==> src/rtl/muldiv_sequencer.sv <==
`default_nettype none
// ============================================================================
// Module      : muldiv_sequencer
// Description : Launches the shared multiplier/divider, waits for completion
//               under a watchdog, commits HI/LO and raises div0/timeout pulses.
// Revision    : 1.0 - initial release
// ============================================================================
module muldiv_sequencer #(
    parameter int TIMEOUT_CYCLES = 40,
    parameter int CNT_W          = 6
) (
    input  logic        clock,
    input  logic        reset,
    input  logic        start,
    input  logic        op,
    input  logic [31:0] operand_b,
    input  logic        eng_done,
    input  logic        hilo_read_req,
    output logic        mult_start,
    output logic        div_start,
    output logic        mult_div_sel,
    output logic        hi_write,
    output logic        lo_write,
    output logic        busy,
    output logic        done,
    output logic        div0_exc,
    output logic        timeout_exc,
    output logic        stall
);

    localparam logic [2:0] c_idle     = 3'd0;
    localparam logic [2:0] c_launch   = 3'd1;
    localparam logic [2:0] c_wait     = 3'd2;
    localparam logic [2:0] c_write    = 3'd3;
    localparam logic [2:0] c_done     = 3'd4;
    localparam logic [2:0] c_exc_div0 = 3'd5;
    localparam logic [2:0] c_exc_to   = 3'd6;

    localparam logic [CNT_W-1:0] c_cnt_last = CNT_W'(TIMEOUT_CYCLES - 1);
    localparam logic [CNT_W-1:0] c_cnt_one  = CNT_W'(1);

    logic [2:0]       r_state;
    logic [2:0]       w_next_state;
    logic [CNT_W-1:0] r_cnt;
    logic             r_sel;
    logic             w_div0;

    assign w_div0 = op && (operand_b == 32'd0);

    always_ff @(posedge clock or negedge reset) begin
        if (!reset) begin
            r_state <= c_idle;
            r_cnt   <= '0;
            r_sel   <= 1'b0;
        end else begin
            r_state <= w_next_state;
            if (r_state == c_launch) begin
                r_cnt <= '0;
            end else if ((r_state == c_wait) && !eng_done && (r_cnt != c_cnt_last)) begin
                r_cnt <= r_cnt + c_cnt_one;
            end
            // Source select only changes on an accepted, non-faulting request.
            if ((r_state == c_idle) && start && !w_div0) begin
                r_sel <= op;
            end
        end
    end

    always_comb begin
        w_next_state = r_state;
        case (r_state)
            c_idle: begin
                if (start) begin
                    w_next_state = w_div0 ? c_exc_div0 : c_launch;
                end
            end
            c_launch: w_next_state = c_wait;
            c_wait: begin
                // Completion wins over the watchdog on the same cycle.
                if (eng_done) begin
                    w_next_state = c_write;
                end else if (r_cnt == c_cnt_last) begin
                    w_next_state = c_exc_to;
                end
            end
            c_write:    w_next_state = c_done;
            c_done:     w_next_state = c_idle;
            c_exc_div0: w_next_state = c_idle;
            c_exc_to:   w_next_state = c_idle;
            default:    w_next_state = c_idle;
        endcase
    end

    assign mult_start   = (r_state == c_launch) && !r_sel;
    assign div_start    = (r_state == c_launch) &&  r_sel;
    assign mult_div_sel = r_sel;
    assign hi_write     = (r_state == c_write);
    assign lo_write     = (r_state == c_write);
    assign busy         = (r_state != c_idle);
    assign done         = (r_state == c_done);
    assign div0_exc     = (r_state == c_exc_div0);
    assign timeout_exc  = (r_state == c_exc_to);
    // DONE is excluded: HI/LO already hold the committed result there.
    assign stall        = hilo_read_req &&
                          ((r_state == c_launch) || (r_state == c_wait) || (r_state == c_write));

endmodule
`default_nettype wire

==> config.mk <==
export PLATFORM = sky130hd
export DESIGN_NAME = muldiv_sequencer
export DESIGN_NICKNAME = d
export VERILOG_FILES = /design/src/rtl/muldiv_sequencer.sv
export SDC_FILE = /design/constraint.sdc
export NUM_CORES = 1
export LEC_CHECK = 0
export ABC_AREA = 1
export CAP_MARGIN = 20
export CORE_ASPECT_RATIO = 0.7
export CORE_MARGIN = 3
export CORE_UTILIZATION = 37
export CTS_CLUSTER_DIAMETER = 40
export DETAILED_ROUTE_END_ITERATION = 16
export PLACE_DENSITY = 0.78
export SETUP_SLACK_MARGIN = 0.02
export SYNTH_ARGS = -nofsm -noshare
export SYNTH_HDL_FRONTEND = slang
export SYNTH_SLANG_ARGS = --single-unit
export TNS_END_PERCENT = 5
==> constraint.sdc <==
create_clock -name clock -period 2 [get_ports clock]
set_clock_uncertainty 0.15 [all_clocks]
set_input_delay 0.3 -clock clock [delete_from_list [all_inputs] [get_ports clock]]
set_output_delay 0.3 -clock clock [all_outputs]
set_load 0.03 [all_outputs]
==> qor.txt, run 1 <==
Total Nets Final -> 233
Post-Synthesis Cell Area -> 853 um2
routed length per placed instance -> 12.5 um
total die area -> 2930 um2
count of vias placed by the detailed router -> 1101
initial antenna violation count -> 0
most common cell after layout, fill and taps aside -> nor2_1
post-synthesis compound-gate area fraction -> 0.0543
Storage cell area -> 250 um2
data required time at the worst endpoint -> 1550 ps
cell family contributing the most delay on the critical path -> buffers and inverters
Post-Synthesis Cells -> 142
number of distinct standard cells referenced by the synthesized netlist -> 21
worst reg-to-reg setup slack -> 330 ps
Initial DRC Count -> 53
actual transition at the worst max-transition pin -> 465 ps
share of synthesized area spent on multiplexers -> 0
clock tree from TritonCTS -> built
cell taking the most area after synthesis -> dfrtp_1
sum of routed wire length over all layers -> 2780 um
width of the die -> 63.4 um
cell-by-cell trace of the critical path -> inv_1 > nor3_2 > dlygate4sd2_1
# hold bufs at CTS -> 0
number of I/O port buffers -> 47
# placed instances -> 219
RR Endpoint -> r_cnt[4]
upper clock frequency limit -> 526 MHz
Hold Vio Cnt, Final -> 0
worst-path cell with the longest stage delay -> dfrtp_1
number of iterations in the first detailed-routing pass -> 5
endpoint type of the worst setup path -> output pin
DRC -> 0
startpoint type of the worst setup path -> flop
Period minus WS final -> 1900 ps
clock transition time at the flip-flop clock pins of the worst setup and hold paths -> 70 ps
Post-Syn Nets -> 181
clock sink total -> 10
Setup violations, final -> 0
area used by multi-input combinational logic -> 544 um2
Core Area -> 2020 um2
final cycle utilization of the critical path -> 0.950
fraction of layout instances using a drive strength above 1 -> 0.0933
area overhead of the layout relative to synthesis -> 62.2%
run status -> finished clean
H-tree levels -> 1
worst rel slew slack -> 0.689
detailed-placement wirelength estimate -> 2350 um
commonest non-fill, non-tap cells in the layout -> 48 x nor2_1, 38 x clkdlybuf4s50_1, 31 x nand2_1
count of nets left with antenna violations after detail routing -> 0
via count of the first global-routing pass -> 985
TritonCTS Buffers -> 3
main combinational cell family by area after synthesis -> simple AND/OR/NAND/NOR gates
post-synthesis share of cell area spent on xor and xnor gates -> 0.0411
Synth Register Bits -> 10
count of max-cap constraint violations -> 0
worst vdd rail ir drop -> 0.000429 V
fraction of synthesized cell area taken by the top area cell type -> 0.293
share of synthesized cell area in and, or, nand and nor gates -> 0.522
final non-filler cell total -> 223
Worst R2R Start -> r_cnt[0]
Filler Cells Inserted -> 201
count of final max-slew check failures -> 0
critical setup path kind -> flop to output pin
Yosys warning total -> 0
cells resized by post-CTS repair -> 6
Static Leak -> 0.629 nW
Setup TNS -> 0 ps
pin count of the biggest net entering global routing -> 11
Post-CTS Setup Inserts -> 0
global router's overall resource usage -> 0.194
clock tree buffer depth -> 2
RSZ-0062 raised after global routing -> true
power density over the cells -> 899 nW/um2
number of buffer and inverter stages on the critical path -> 2
wire length of the first global-routing pass -> 4310 um
vertical die dimension -> 46.2 um
length in cells of the worst reg-to-reg path -> 8
cell at the root of the clock tree -> clkbuf_4
post-synthesis adder-cell area fraction -> 0.0147
effective utilization at floorplan -> 0.423
peak per-stage delay on the critical path -> 430 ps
WP data arrival -> 1450 ps
RD Place Congestion -> 0.791
vias per inst -> 4.94
main area contributors after synthesis -> dfrtp_1 29%, nor2_1 21%, nand2_1 14%
cell row count -> 13
utilization of the core after routing -> 0.686
Mapped Avg Cell Area -> 6.01 um2
worst min-delay path category -> input port to asynchronous set/reset pin
clk_lat worst skew -> 280 ps
boundary pin count -> 48
global-route congestion overflow total -> 0
antenna diode count -> 0
portion of the post-synthesis area used by sequential elements -> 0.293
maximum fanout along the worst path -> 5
[how the worst max path moves through the flow]
stage	startpoint	endpoint	slack, ps	depth (start not counted)
6_report	r_state[0]	hi_write	100	3
5_1_grt	r_state[0]	lo_write	10	3
4_1_cts	r_state[0]	hi_write	90	3
3_5_place_dp	r_state[0]	hi_write	110	3
3_3_place_gp	r_state[0]	lo_write	160	3
2_1_floorplan	r_state[1]	div_start	300	3
[area by class of cell]
class | instances | share of cell area
clock buffer | 4 | 0.0262
inverter | 15 | 0.0407
timing repair buffer | 48 | 0.332
sequential | 10 | 0.181
tap | 30 | 0.0271
multi-input combinational | 116 | 0.393
[Yosys cell counts, drive strengths merged]
master	instances
a21oi	3
and2	1
buf	1
dfrtp	10
ha	1
inv	15
nand2	32
nand3	9
nand4	6
nor2	49
nor3	6
o21ai	4
o31ai	1
xnor2	1
xor2	3
[cell families after synthesis]
kind of cell	count (synthesis)
xor+xnor	4
flops	10
fa+ha+maj	1
simple gates	103
compound gates	8
buf+inv	16
[routing by layer]
metal / global-route usage / part of all wire / vias up
met2: 0.336 / 0.46 / 45
met4: 0.0429 / 0.012 / 0
li1: - / - / 553
met5: 0 / 0 / -
met3: 0.0537 / 0.063 / 4
met1: 0.246 / 0.46 / 499
[metrics by stage]
stage	setup slack (ps)	power, W	hold slack (ps)	cell area, um2
CTS	92.3	0.00124	199	1390
floorplan	303	0.000772	-146	858
global route	10.7	0.00132	223	1380
global placement	155	0.00105	366	1360
finish	99.6	0.00124	189	1380
detailed placement	108	0.00108	375	1360
[sequential cells by signal, summed over array words and instances, names as in the netlist]
register / flops
r_cnt: 6
r_state: 3
mult_div_sel: 1
[power breakdown]
part | leakage (nW) | internal (W) | switching [W]
Combinational | 0.475 | 0.000265 | 0.000457
Clock | 0.0210 | 0.000111 | 0.0000820
Sequential | 0.133 | 0.000257 | 0.0000717
Total | 0.629 | 0.000633 | 0.000611
Power figures use the tool's default switching activity.
==> run 2, diff against run 1 <==
Settings changed: PLACE_DENSITY 0.78 to 0.83.
==> run 2 against run 1 <==
Sequential cell count stayed put. Utilization down 0.37 points. Final cell count down 0.45%. Final area shrank 0.54%. Register-to-register slack improved by 60 ps. Critical endpoint is now lo_write. Sequential share of layout area increased by 0.099 points. Clock power shrank 29%. Largest power group unchanged. Fmax fell by 0.96%. Largest cell class unchanged. First-iteration DRC count fell by 1.9%. Clock-buffer cell count shrank 1.
==> qor.txt, run 2 (same netlist as run 1, synthesis figures left out) <==
run status -> finished clean (unchanged)
number of iterations in the first detailed-routing pass -> 4 (was 5)
routed length per placed instance -> 11.8 um (was 12.5 um)
Period minus WS final -> 1920 ps (was 1900 ps)
TritonCTS Buffers -> 3 (unchanged)
critical setup path kind -> flop to output pin (unchanged)
clock tree buffer depth -> 2 (unchanged)
Worst R2R Start -> r_cnt[0] (unchanged)
WP data arrival -> 1470 ps (was 1450 ps)
effective utilization at floorplan -> 0.423 (unchanged)
global-route congestion overflow total -> 0 (unchanged)
Biggest register -> r_cnt (unchanged)
count of max-cap constraint violations -> 0 (unchanged)
Hold Worst Slack -> 191 ps (was 189 ps)
worst reg-to-reg setup slack -> 390 ps (was 330 ps)
cell at the root of the clock tree -> clkbuf_4 (unchanged)
maximum fanout along the worst path -> 5 (unchanged)
commonest non-fill, non-tap cells in the layout -> 48 x nor2_1, 38 x clkdlybuf4s50_1, 31 x nand2_1 (unchanged)
dpl cell area -> 1360 um2 (unchanged)
number of I/O port buffers -> 47 (unchanged)
PnR worst setup slack -> 81.3 ps (was 99.6 ps)
vias per inst -> 4.86 (was 4.94)
relative contribution of sequential cells to total power -> 0.274 (was 0.264)
detailed-placement wirelength estimate -> 2310 um (was 2350 um)
clk_lat worst skew -> 270 ps (was 280 ps)
# hold bufs at CTS -> 0 (unchanged)
antenna diode count -> 0 (unchanged)
RSZ-0062 raised after global routing -> true (unchanged)
fraction of power consumed by combinational cells -> 0.610 (was 0.581)
width of the die -> 63.4 um (unchanged)
endpoint type of the worst setup path -> output pin (unchanged)
initial antenna violation count -> 0 (unchanged)
fraction of layout instances using a drive strength above 1 -> 0.0833 (was 0.0933)
data required time at the worst endpoint -> 1550 ps (about the same)
boundary pin count -> 48 (unchanged)
fraction of power spent switching nets -> 0.497 (was 0.491)
final cycle utilization of the critical path -> 0.959 (was 0.950)
RD Place Congestion -> 0.769 (was 0.791)
Filler Cells Inserted -> 177 (was 201)
worst rel slew slack -> 0.697 (was 0.689)
count of final max-slew check failures -> 0 (unchanged)
count of nets left with antenna violations after detail routing -> 0 (unchanged)
worst setup path startpoint -> r_state[0] (unchanged)
H-tree levels -> 1 (unchanged)
Hold Vio Cnt, Final -> 0 (unchanged)
clock transition time at the flip-flop clock pins of the worst setup and hold paths -> 60 ps (was 70 ps)
Setup TNS -> 0 ps (unchanged)
part of the total power dissipated in the clock network -> 0.115 (was 0.155)
Core Area -> 2020 um2 (unchanged)
Post-Place Worst Slack -> 36.8 ps (was 108 ps)
Storage cell area -> 250 um2 (unchanged)
power density over the cells -> 860 nW/um2 (was 899 nW/um2)
Total Nets Final -> 233 (unchanged)
cell row count -> 13 (unchanged)
clock sink total -> 10 (unchanged)
length in cells of the worst reg-to-reg path -> 8 (unchanged)
most common cell after layout, fill and taps aside -> nor2_1 (unchanged)
area used by multi-input combinational logic -> 544 um2 (unchanged)
number of flip-flops under the largest register name -> 6 (unchanged)
DRC -> 0 (unchanged)
Initial DRC Count -> 52 (was 53)
worst vdd rail ir drop -> 0.000494 V (was 0.000429 V)
RR Endpoint -> r_cnt[4] (unchanged)
Static Leak -> 0.619 nW (was 0.629 nW)
actual transition at the worst max-transition pin -> 454 ps (was 465 ps)
sum of routed wire length over all layers -> 2620 um (was 2780 um)
startpoint type of the worst setup path -> flop (unchanged)
final standard cell area without fillers -> 1380 um2 (about the same)
total die area -> 2930 um2 (unchanged)
vertical die dimension -> 46.2 um (unchanged)
net switching power of the design -> 0.000588 W (was 0.000611 W)
via count of the first global-routing pass -> 995 (was 985)
global router's overall resource usage -> 0.187 (was 0.194)
upper clock frequency limit -> 521 MHz (was 526 MHz)
Setup violations, final -> 0 (unchanged)
worst min-delay path category -> input port to asynchronous set/reset pin (unchanged)
area overhead of the layout relative to synthesis -> 61.3% (was 62.2%)
clock tree from TritonCTS -> built (unchanged)
pin count of the biggest net entering global routing -> 11 (unchanged)
internal power component -> 0.000596 W (was 0.000633 W)
count of vias placed by the detailed router -> 1078 (was 1101)
wire length of the first global-routing pass -> 4170 um (was 4310 um)
## run 2: worst max path at each step
stage | slack (ps) | to | cells after the start
2_1_floorplan | 300 | div_start | 3
3_3_place_gp | 160 | lo_write | 3
3_5_place_dp | 40 | lo_write | 3
4_1_cts | 40 | lo_write | 3
5_1_grt | -5 | lo_write | 3
6_report | 80 | lo_write | 3
## run 2: cell type report
| cell class | count | area share |
|---|---|---|
| well taps | 30 | 0.0273 |
| clock buffers | 3 | 0.0164 |
| multi-input cells | 116 | 0.395 |
| flip-flops and latches | 10 | 0.182 |
| inverters | 15 | 0.0409 |
| repair buffers | 48 | 0.338 |
## run 2: critical path, stage by stage (launching register included)
cell	delay, ps
dfrtp_1	420
inv_1	110
nor3_2	260
clkdlybuf4s15_1	420
## run 2: timing repair
action	4_1_cts	5_1_grt
buffers inserted	0	0
resized for setup	6	2
endpoints found under the hold margin	0	0
setup endpoints to repair	6	2
## run 2: power by group through the flow
stage / Combinational, W / Clock, W / Sequential (W)
final: 0.000722 / 0.000137 / 0.000325
after floorplan: 0.000439 / 0 / 0.000334
after CTS: 0.000722 / 0.000141 / 0.000324
after detailed placement: 0.000750 / 0 / 0.000327
after global placement: 0.000729 / 0 / 0.000323
after global routing: 0.000786 / 0.000151 / 0.000335
## run 2: routing by layer
| layer | track usage | up-vias | part of all wire |
|---|---|---|---|
| li1 | - | 554 | - |
| met1 | 0.214 | 482 | 0.46 |
| met2 | 0.365 | 40 | 0.48 |
| met3 | 0.0439 | 2 | 0.060 |
| met4 | 0.0386 | 0 | 0.0057 |
| met5 | 0 | - | 0 |
## run 2: per-stage QoR
step | util | power (W) | cells
2_1_floorplan | - | 0.000772 | 142
3_3_place_gp | 0.674 | 0.00105 | 219
3_5_place_dp | 0.674 | 0.00108 | 219
4_1_cts | 0.681 | 0.00119 | 222
5_1_grt | 0.682 | 0.00127 | 222
6_report | 0.682 | 0.00118 | 222
==> run 3, diff against run 2 <==
Settings changed: SLEW_MARGIN set to 20.
==> results of run 3 <==
No change in the layout: final DEF, timing and power equal those of run 2.
